--- src/rtl/tc_serial_decode_if.sv ---
// tc_serial_decode_if -- request/result bundle for tc_serial_decode.
//   start   : request to convert (sampled only when the block is idle)
//   a       : two's-complement operand, captured on an accepted start
//   busy    : conversion in progress
//   done    : one-cycle result-valid pulse
//   sign    : sign of the captured operand
//   mag     : unsigned magnitude of the captured operand
//   min_neg : operand was the most negative value
//   err     : operand contained X/Z (only when TC_XCHECK_EN is defined)
// Modports: master drives start/a, slave (the decoder) drives the results.
interface tc_serial_decode_if #(
    parameter int WIDTH = 8
) ();
    logic             start;
    logic [WIDTH-1:0] a;
    logic             busy;
    logic             done;
    logic             sign;
    logic [WIDTH-1:0] mag;
    logic             min_neg;
    logic             err;

    modport master (
        output start, a,
        input  busy, done, sign, mag, min_neg, err
    );

    modport slave (
        input  start, a,
        output busy, done, sign, mag, min_neg, err
    );
endinterface

--- src/rtl/tc_serial_decode.sv ---
// tc_serial_decode -- bit-serial two's-complement to sign/magnitude decoder.
//
// A captured operand is walked LSB first, one bit per cycle. For negative
// operands the magnitude is formed with the serial "copy up to and including
// the first 1, then invert" rule. Results are registered when the DONE state
// is left, so done/mag/sign/min_neg/err appear together in the first idle
// cycle after DONE and then hold until the next done.
//
// Ports:
//   clk   : clock, rising edge
//   rst_n : asynchronous active-low reset
//   bus   : tc_serial_decode_if.slave (start/a in; busy/done/sign/mag/
//           min_neg/err out)
//
// Optional feature: define TC_XCHECK_EN to flag operands containing X/Z
// (simulation-only); otherwise err is tied low.
module tc_serial_decode #(
    parameter int WIDTH = 8
) (
    input  logic              clk,
    input  logic              rst_n,
    tc_serial_decode_if.slave bus
);
    localparam int CW = $clog2(WIDTH + 1);

    typedef enum logic [1:0] {IDLE, SHIFT, DONE} state_t;

    state_t           state, state_nxt;
    logic [CW-1:0]    cnt;
    logic [WIDTH-1:0] sr;
    logic [WIDTH-1:0] res;
    logic             sign_q;
    logic             seen;
    logic             obit;
    logic             accept;

    logic             done_q;
    logic             sign_o;
    logic [WIDTH-1:0] mag_q;
    logic             min_neg_q;
    logic             err_q;
    logic             xflag;

    // A start coinciding with the done pulse is dropped: done is only
    // visible in an IDLE cycle, so it has to gate acceptance explicitly.
    assign accept = (state == IDLE) && bus.start && !done_q;

    // Serial negation: invert every bit above the first 1 of a negative value.
    assign obit = sr[0] ^ (sign_q & seen);

    always_ff @(posedge clk or negedge rst_n) begin
        if (!rst_n) state <= IDLE;
        else        state <= state_nxt;
    end

    always_comb begin
        state_nxt = state;
        case (state)
            IDLE:    if (accept) state_nxt = SHIFT;
            SHIFT:   if (cnt == CW'(WIDTH - 1)) state_nxt = DONE;
            DONE:    state_nxt = IDLE;
            default: state_nxt = IDLE;
        endcase
    end

    always_ff @(posedge clk or negedge rst_n) begin
        if (!rst_n) begin
            cnt       <= '0;
            sr        <= '0;
            res       <= '0;
            sign_q    <= 1'b0;
            seen      <= 1'b0;
            xflag     <= 1'b0;
            done_q    <= 1'b0;
            sign_o    <= 1'b0;
            mag_q     <= '0;
            min_neg_q <= 1'b0;
            err_q     <= 1'b0;
        end else begin
            done_q <= (state == DONE);
            case (state)
                IDLE: begin
                    if (accept) begin
                        sr     <= bus.a;
                        sign_q <= bus.a[WIDTH-1];
                        cnt    <= '0;
                        seen   <= 1'b0;
`ifdef TC_XCHECK_EN
                        xflag  <= $isunknown(bus.a);
`else
                        xflag  <= 1'b0;
`endif
                    end
                end
                SHIFT: begin
                    // Output bits enter at the MSB; after WIDTH shifts the
                    // first processed bit sits at res[0].
                    res  <= {obit, res[WIDTH-1:1]};
                    sr   <= sr >> 1;
                    seen <= seen | sr[0];
                    cnt  <= cnt + CW'(1);
                end
                DONE: begin
                    if (xflag) begin
                        mag_q     <= '0;
                        sign_o    <= 1'b0;
                        min_neg_q <= 1'b0;
                        err_q     <= 1'b1;
                    end else begin
                        mag_q     <= res;
                        sign_o    <= sign_q;
                        min_neg_q <= sign_q && (res == {1'b1, {(WIDTH-1){1'b0}}});
                        err_q     <= 1'b0;
                    end
                end
                default: ;
            endcase
        end
    end

    assign bus.busy    = (state != IDLE);
    assign bus.done    = done_q;
    assign bus.sign    = sign_o;
    assign bus.mag     = mag_q;
    assign bus.min_neg = min_neg_q;
`ifdef TC_XCHECK_EN
    assign bus.err     = err_q;
`else
    assign bus.err     = 1'b0;
`endif

endmodule

--- src/flat_wrapper.sv ---
// flat-port wrapper written by rule: the top's interface ports become plain ports
module tc_serial_decode_flat 
#(
    parameter int WIDTH = 8
)
  (clk, rst_n, bus_start, bus_a, bus_busy, bus_done, bus_sign, bus_mag, bus_min_neg, bus_err);
  tc_serial_decode_if #(.WIDTH(WIDTH)) bus_i ();
  input  logic clk;
  input  logic rst_n;
  input wire logic [$bits(bus_i.start)-1:0] bus_start;
  input wire logic [$bits(bus_i.a)-1:0] bus_a;
  output wire logic [$bits(bus_i.busy)-1:0] bus_busy;
  output wire logic [$bits(bus_i.done)-1:0] bus_done;
  output wire logic [$bits(bus_i.sign)-1:0] bus_sign;
  output wire logic [$bits(bus_i.mag)-1:0] bus_mag;
  output wire logic [$bits(bus_i.min_neg)-1:0] bus_min_neg;
  output wire logic [$bits(bus_i.err)-1:0] bus_err;
  assign bus_i.start = bus_start;
  assign bus_i.a = bus_a;
  assign bus_busy = bus_i.busy;
  assign bus_done = bus_i.done;
  assign bus_sign = bus_i.sign;
  assign bus_mag = bus_i.mag;
  assign bus_min_neg = bus_i.min_neg;
  assign bus_err = bus_i.err;
  tc_serial_decode #(.WIDTH(WIDTH)) u_core (.clk(clk), .rst_n(rst_n), .bus(bus_i));
endmodule
--- config.mk ---
export PLATFORM = sky130hd
export DESIGN_NAME = tc_serial_decode_flat
export DESIGN_NICKNAME = d
export VERILOG_FILES = /design/src/rtl/tc_serial_decode_if.sv /design/src/rtl/tc_serial_decode.sv /design/src/flat_wrapper.sv
export SDC_FILE = /design/constraint.sdc
export NUM_CORES = 1
export LEC_CHECK = 0
export CORE_UTILIZATION = 30
export CTS_CLUSTER_DIAMETER = 60
export DETAILED_ROUTE_END_ITERATION = 10
export PLACE_DENSITY_LB_ADDON = 0.1
export RECOVER_POWER = 100
export SETUP_SLACK_MARGIN = 0.15
export SYNTH_ARGS = -nofsm -noshare
export SYNTH_HDL_FRONTEND = slang
export SYNTH_SLANG_ARGS = --single-unit
--- constraint.sdc ---
create_clock -name clk -period 3 [get_ports clk]
set_input_delay 0.45 -clock clk [delete_from_list [all_inputs] [get_ports clk]]
set_output_delay 0.45 -clock clk [all_outputs]
set_load 0.01 [all_outputs]
# [Word-level counts from Yosys, hierarchy flattened]
# Index checks and enable logic that the tools add are counted.
[word_totals] latch_bits=0 memories=0 reg_bits=35 word_cells=39 ram_bits=0 rom_bits=0 out_inout_bits=13
[op_classes] mux=9 bitwise_logic=3 magnitude_cmp=0 div=0 n_reduce_logical=10 mul=0 shift=0 n_eq_ne=6 addsub=1
[op_table] op="8-bit case mux with 2 select lines" count=1
[op_table] op="8-bit equality test, second input constant" count=1
[op_table] op="8-bit two-way mux" count=1
[op_table] op="4-bit case mux with 2 select lines" count=1
[op_table] op="2-bit AND reduction" count=3
[op_table] op="4-bit by 1-bit adder with 4-bit output, second input constant" count=1
[op_table] op="4-bit by 3-bit equality test with 1-bit output, second input constant" count=1
[op_table] op="2-bit two-way mux" count=2
[op_table] op="4-bit two-way mux" count=1
[op_table] op="2-bit by 1-bit inequality test with 1-bit output, second input constant" count=2
[op_table] op="2-bit case mux with 2 select lines" count=1
[op_table] op="2-bit nonzero test" count=2
[op_table] op="1-bit logical AND" count=3
[op_table] op="2-bit by 1-bit equality test with 1-bit output, second input constant" count=1
[op_table] op="2-bit equality test, second input constant" count=1
[op_table] op="2-bit logical NOT" count=1
[op_table] op="1-bit case mux with 2 select lines" count=1
[op_table] op="1-bit bitwise AND" count=1
[op_table] op="1-bit logical NOT" count=1
[op_table] op="1-bit two-way mux" count=1
[op_table] op="1-bit bitwise OR" count=1
[op_table] op="1-bit XOR" count=1

# [Depth between registers and ports, before layout]
# Gate-level depths: netlist (run 1).
[logic_depth] ltp_word=5 depth_mapped=5 mapped_depth_nobuf=4

# [Worst setup path after synthesis (run 1)]
# No wires, ideal clock.
[synth_timing] kind="register to register" start="register u_core.state[0]" end="register u_core.sr[4]" setup_time_ps=121 t_arrival_ps=1350 slack_ps=1529 t_required_ps=2879 path_stages_with_launch=6 path_buffers=2 synth_period_minus_slack_ps=1471 cell_sequence="dfrtp_1 > or4b_1 > buf_2 > buf_6 > o22ai_2 > nor2_1"
[synth_between] elab_chain_len=5
[synth_lines] element="from (decl)" line="tc_serial_decode.sv:28" text="state_t state, state_nxt;"
[synth_lines] element="from (signal assigned)" line="tc_serial_decode.sv:53" text="else state <= state_nxt;"
[synth_lines] element="2-bit logical NOT" line="tc_serial_decode.sv:46, tc_serial_decode.sv:81"
[synth_lines] element="1-bit logical AND (2 in series)" line="tc_serial_decode.sv:46" text="assign accept = (state == IDLE) && bus.start && !done_q;"
[synth_lines] element="2-bit by 1-bit inequality test with 1-bit output (no source line)"
[synth_lines] element="2-bit AND reduction (no source line)"
[synth_lines] element="to (signal assigned)" line="tc_serial_decode.sv:84" text="sr <= bus.a;"
[synth_lines] element="to (signal assigned)" line="tc_serial_decode.sv:99" text="sr <= sr >> 1;"
[synth_lines] element="to (decl)" line="tc_serial_decode.sv:30" text="logic [WIDTH-1:0] sr;"
# Several ways; a longest one is shown, not always the timed one.
# A chain may end at the register's enable or synchronous reset.

# [Worst setup path in the final report (run 1)]
[layout_timing] start="register u_core.state[0]" end="output port bus_busy"
[layout_between] elab_chain_len=1
[layout_lines] element="2-bit nonzero test" line="tc_serial_decode.sv:121" text="assign bus.busy = (state != IDLE);"
[layout_lines] element="to (decl)" line="flat_wrapper.sv:12" text="output wire logic [$bits(bus_i.busy)-1:0] bus_busy;"
# Every way passes these cells.

==> metrics.cfg, run 1 <==
[timing]
final-max-slew-violation-count = 0
final_period_minus_worst_setup_slack_ns = 2.074
rsz0062_at_grt = false
clock.fmax_mhz = 482.2
period_share = 0.6913
timing.final.hold_violations = 0
slew-limit-headroom = 0.4522
skew_ns = 0.005471
timing.setup.tns_ns = 0
setup_violations = 0
worst_slew_pin_slew_ns = 0.8216

[yosys]
netlist.area_leader.share = 0.6050
yosys.area.top_type = sky130_fd_sc_hd__dfrtp_1
yosysSeqAreaShare = 0.6050
synthesized_flop_and_latch_total = 35
synth_enable_flop_cells = 0
synthesis.instances = 137
netlist_area_um2 = 1448
synth_most_common_cell = sky130_fd_sc_hd__nand2_1
synth.avg_cell_area_um2 = 10.57
postSynth.asyncResetShare = 1.000
dominantRegCellSynth = sky130_fd_sc_hd__dfrtp_1
netlist_top_cells_count = sky130_fd_sc_hd__nand2_1, sky130_fd_sc_hd__dfrtp_1, sky130_fd_sc_hd__mux2_2, sky130_fd_sc_hd__nand3_1
synth.area.top_cells = sky130_fd_sc_hd__dfrtp_1, sky130_fd_sc_hd__nand2_1, sky130_fd_sc_hd__mux2_2, sky130_fd_sc_hd__nand3_1, sky130_fd_sc_hd__nor3_1
yosys_warnings = 0
yosysUniqueCellTypes = 28
syn-num-nets = 149

[layout]
fin_area_um2 = 1837
share_of_cells_above_drive_strength_1 = 0.1358
area_growth_syn_to_layout_pct = 26.88
num_antenna_cells = 0
nNetsFinal = 173

[cts]
ctsResizeCount = 0
clock_insertion_delay_worst_skew_ns = 0.28
clk_transition_reported_paths_ns = 0.07
cts.sinks = 35
clock_tree.buffer_depth = 2
ctsHtreeMaxLevel = 2
cts_tree = done
cts-root-buf = sky130_fd_sc_hd__clkbuf_8
cts-buffers-inserted = 5
postCtsSetupBuffers = 0
cts.hold.buffers_added = 0

[grt]
grt_first_pass_wirelength_um = 4850
number_of_antenna_violations_at_the_first_check_in_global_routing = 0
grt_max_degree = 36
combined_global_route_utilization_of_all_metal_layers = 0.1271
overflow = 0
first_global_vias = 1041

[floorplanning]
die_h_um = 71.47
die_width_um = 71.47
initial_core_util = 0.3214
std_cell_rows = 24
die_area_um2 = 5107
io_pins = 24
core_region_area_um2 = 4504

[place]
hpwlAfterDp_um = 1809
placement.io_buffers = 22
placedInstanceArea_um2 = 1710
place_congestion = 0.7340

[route]
final_antenna_net_count = 0
firstDrtPassIters = 4
dr_total_vias = 1029
drt_iter0_drc = 40
drcViolationCount = 0
avgRoutedWirePerCell_um = 12.97
wirelength_um = 2775
detail_routed_via_count_per_cell = 4.808

[outcome]
outcome = finished, final reports clean

[worst_setup_path]
worst-endpoint-arrival_ns = 1.62
crit_path_top_delay_cell = sky130_fd_sc_hd__dlygate4sd3_1
start_kind = register
setup.worst_path.class = reg2out
timing.critical_path.cells = or2_2 > dlygate4sd3_1
crit_path_end_kind = primary output
cp_slowest_stage_delay_ns = 0.61
timing.critical_path.required_ns = 2.55
worst_path_max_fanout = 6

[pwr]
power_density_nw_per_um2 = 1043
p_leak_uw = 0.0008978
max-vdd-ir-drop_v = 0.0004232

[hold_path]
hold_class = reg2reg

[job]
drv.max_cap_violation_count = 0

==> per-stage QoR <==
step / hold slack [ns] / power, uW / worst slack (ns) / utilization / std cells
after floorplan: 0.1544 / 1231 / 1.529 / - / 137
after global placement: 0.4646 / 1444 / 0.9320 / 0.3797 / 206
after detailed placement: 0.4662 / 1467 / 0.9002 / 0.3797 / 206
after CTS: 0.4775 / 1978 / 1.026 / 0.4092 / 214
after global routing: 0.4993 / 2075 / 0.8825 / 0.4078 / 214
final: 0.4771 / 1915 / 0.9261 / 0.4078 / 214
==> flip-flops by register name (all words and copies together) (netlist names) <==
signal	flops
u_core.bus.done	1
u_core.bus.mag	8
u_core.bus.min_neg	1
u_core.bus.sign	1
u_core.cnt	4
u_core.res	8
u_core.seen	1
u_core.sign_q	1
u_core.sr	8
u_core.state	2
==> worst paths after layout <==
check,to,slack (ns),start,depth (start not counted)
min reg2reg,u_core.state[1],0.48,u_core.cnt[3],1
min,u_core.state[1],0.48,u_core.cnt[3],1
min in group asynchronous,u_core.bus.mag[3],0.66,rst_n,2
max reg2reg,u_core.sr[4],1.32,u_core.state[0],3
max,bus_busy,0.93,u_core.state[0],2
max in group asynchronous,u_core.sr[4],2.02,rst_n,2
==> layout make-up <==
type                            instances  area, um^2
Clock buffer                            6       72.57
Clock inverter                          2       60.06
Fill cell                             446        2668
Inverter                                2       7.507
Multi-Input combinational cell         92       513.0
Sequential cell                        35       875.8
Tap cell                               52       65.06
Timing Repair Buffer                   25       242.7
==> worst max-delay path: cells and delay by family (launching register included) <==
kind	cells	cell delay, ns
AND/OR/NAND/NOR	1	0.31
buffers and inverters	1	0.61
flip-flops	1	0.43
==> power breakdown <==
part	internal, uW	switching (uW)	total [uW]
Sequential	668	140	808
Clock	332	168	500
Combinational	288	320	608
Total	1290	627	1920
==> cell usage in the layout, fill, tap and decap left out, drive strengths merged <==
master         Yosys  final
nand2             38     38
dfrtp             35     35
dlygate4sd3        0     14
mux2               9      9
clkdlybuf4s50      0      8
nand3              7      7
nor3               6      6
o21ai              6      6
clkbuf             2      6
o22ai              5      5
nor2               5      5
buf                6      3
nand2b             2      2
nand4              2      2
inv                2      2
a21oi              2      2
bufinv             0      2
or2                1      1
or4b               1      1
nor4b              1      1
nor2b              1      1
mux2i              1      1
nor4               1      1
o21ba              1      1
xnor2              1      1
ha                 1      1
conb               1      1
==> metal layers <==
metal / track usage / wire, um / vias to the layer above
li1: - / - / 506
met1: 0.1420 / 1300 / 500
met2: 0.2169 / 1349 / 21
met3: 0.05063 / 100 / 2
met4: 0.05229 / 24 / 0
met5: 0 / 0 / -
==> cells by family (layout without fill, tap and decap cells) <==
family,count (synthesis),after routing,share of synthesized area
AND/OR/NAND/NOR,65,65,0.2040
flip-flops,35,35,0.6050
AO/OA/AOI/OAI,14,14,0.06050
multiplexers,10,10,0.07693
buffers and inverters,10,35,0.03630
adder cells (fa/ha/maj),1,1,0.008642
other,1,1,0.002590
XOR/XNOR,1,1,0.006051
Note: power is estimated with default switching activity, not from simulation.
==> run 2: changes to the inputs <==
- clock period: 3 -> 2.05 ns (I/O delays scaled with it)
==> metrics.cfg, run 2 (synthesis results as in run 1) <==
[outcome]
outcome = finished, final reports clean

[layout]
nNetsFinal = 175  ; +1.2%
final.fill_count = 437  ; -2.0%
num_antenna_cells = 0  ; unchanged
most_common_cell_after_layout_fill_and_taps_aside = sky130_fd_sc_hd__nand2_1
share_of_cells_above_drive_strength_1 = 0.1463  ; +0.01054
mostFrequentLayoutCells = sky130_fd_sc_hd__nand2_1, sky130_fd_sc_hd__dfrtp_1, sky130_fd_sc_hd__dlygate4sd3_1
area_growth_syn_to_layout_pct = 26.62

[timing]
worst_slew_pin_slew_ns = 0.8810  ; +0.05941 ns
final-max-slew-violation-count = 0  ; unchanged
fin_hold_ws_ns = 0.4808  ; +0.003710 ns
rsz0062_at_grt = false
timing.setup.tns_ns = 0  ; unchanged
timing.final.hold_violations = 0  ; unchanged
period_share = 0.8772
final_period_minus_worst_setup_slack_ns = 1.798
setup_violations = 0  ; unchanged
skew_ns = 0.002266  ; -0.003205 ns
slew-limit-headroom = 0.4126  ; -0.03960
clock.fmax_mhz = 556.1
setup_slack_ns = 0.2517  ; -0.6744 ns

[worst_setup_path]
cp_slowest_stage_delay_ns = 0.48  ; -0.13 ns
timing.critical_path.required_ns = 1.74  ; -0.81 ns
worst-endpoint-arrival_ns = 1.49  ; -0.13 ns
start_kind = register
crit-reg2reg-capture = u_core.sr[1]
r2r-start = u_core.state[0]
timing.critical_path.cells = or2_2 > clkdlybuf4s50_1
cpLargestDelayFamily = buffers and inverters
crit_path_top_delay_cell = sky130_fd_sc_hd__clkdlybuf4s50_1
setup.worst_path.class = reg2out
worst_path_max_fanout = 6  ; unchanged
cp_num_buf_inv = 1  ; unchanged
number_of_cells_on_the_worst_reg_to_reg_path = 4  ; +1
crit_path_end_kind = primary output
rrSetupSlack_ns = 0.36  ; -0.96 ns

[route]
drt_iter0_drc = 55  ; +38%
wirelength_um = 2641  ; -4.8%
drcViolationCount = 0  ; unchanged
final_antenna_net_count = 0  ; unchanged
dr_total_vias = 1027  ; -0.19%
detail_routed_via_count_per_cell = 4.755  ; -1.1%
avgRoutedWirePerCell_um = 12.23  ; -5.7%
firstDrtPassIters = 4  ; unchanged

[floorplanning]
initial_core_util = 0.3214  ; unchanged
die_area_um2 = 5107  ; unchanged
core_region_area_um2 = 4504  ; unchanged
std_cell_rows = 24  ; unchanged
io_pins = 24  ; unchanged
die_h_um = 71.47  ; unchanged
die_width_um = 71.47  ; unchanged

[hold_path]
holdPathEnd = u_core.state[1]
hold_class = reg2reg
holdPathStages = 1  ; unchanged
hold_path_startpoint = u_core.cnt[3]

[cts]
cts.sinks = 35  ; unchanged
cts.hold.buffers_added = 0  ; unchanged
clock_tree.buffer_depth = 2  ; unchanged
ctsHtreeMaxLevel = 2  ; unchanged
ctsResizeCount = 0  ; unchanged
clk_transition_reported_paths_ns = 0.07  ; about the same
postCtsSetupBuffers = 0  ; unchanged
cts-root-buf = sky130_fd_sc_hd__clkbuf_8
cts-buffers-inserted = 5  ; unchanged
cts_tree = done
clock_insertion_delay_worst_skew_ns = 0.28  ; about the same

[pwr]
power_density_nw_per_um2 = 1485  ; +42%
max-vdd-ir-drop_v = 0.0005611  ; +33%
p_leak_uw = 0.0008983  ; about the same

[place]
post-place-ws_ns = 0.2866  ; -0.6136 ns
placement.io_buffers = 22  ; unchanged
hpwlAfterDp_um = 1771  ; -2.1%
place_congestion = 0.7353  ; +0.18%

[grt]
combined_global_route_utilization_of_all_metal_layers = 0.1234  ; -0.003730
overflow = 0  ; unchanged
grt_first_pass_wirelength_um = 4788  ; -1.3%
first_global_vias = 1047  ; +0.58%
grt_max_degree = 36  ; unchanged
number_of_antenna_violations_at_the_first_check_in_global_routing = 0  ; unchanged

[job]
drv.max_cap_violation_count = 0  ; unchanged

[run 2: cell count changes in the layout (fill, tap and decap cells not counted), sizes merged]
cell and change:
clkinv +1, clkdlybuf4s50 +2, bufinv -1, dlygate4sd3 -2
buf -1, clkbuf +3
[run 2: worst max path at each step]
stage	start	to	slack [ns]	depth (start not counted)
6_report	u_core.state[0]	bus_busy	0.25	2
5_1_grt	u_core.state[0]	bus_busy	0.18	2
4_1_cts	u_core.state[0]	bus_busy	0.23	2
3_5_place_dp	bus_start	u_core.sr[2]	0.29	5
3_3_place_gp	bus_start	u_core.sr[3]	0.30	5
2_1_floorplan	u_core.state[0]	u_core.sr[4]	0.58	5
[run 2: final cells by class]
class	count	area [um^2]	area share
Clock buffer	6	82.58	0.04505
Clock inverter	2	35.03	0.01911
Inverter	2	7.507	0.004096
Multi-Input combinational cell	92	519.2	0.2833
Sequential cell	35	875.8	0.4778
Tap cell	52	65.06	0.03549
Timing Repair Buffer	27	247.7	0.1352
[run 2: stage by stage]
step	util	power, uW	instance area (um^2)	std cells
after global placement	0.3831	2138	1725	208
after CTS	0.4092	2806	1843	216
after global routing	0.4069	2957	1833	216
after floorplan	-	1801	1448	137
final	0.4069	2722	1833	216
after detailed placement	0.3831	2164	1725	208
[run 2: where the power goes]
part           switching [uW]  internal, uW  total (uW)
clock network             241           393         634
logic                     472           436         907
registers                 203           978        1180
[run 2: routing by layer]
metal	routed length (um)	vias up	GRT usage
met2	1241	17	0.2053
met1	1279	495	0.1462
met3	103	2	0.04641
met5	0	-	0
li1	-	513	-
met4	17	0	0.04575
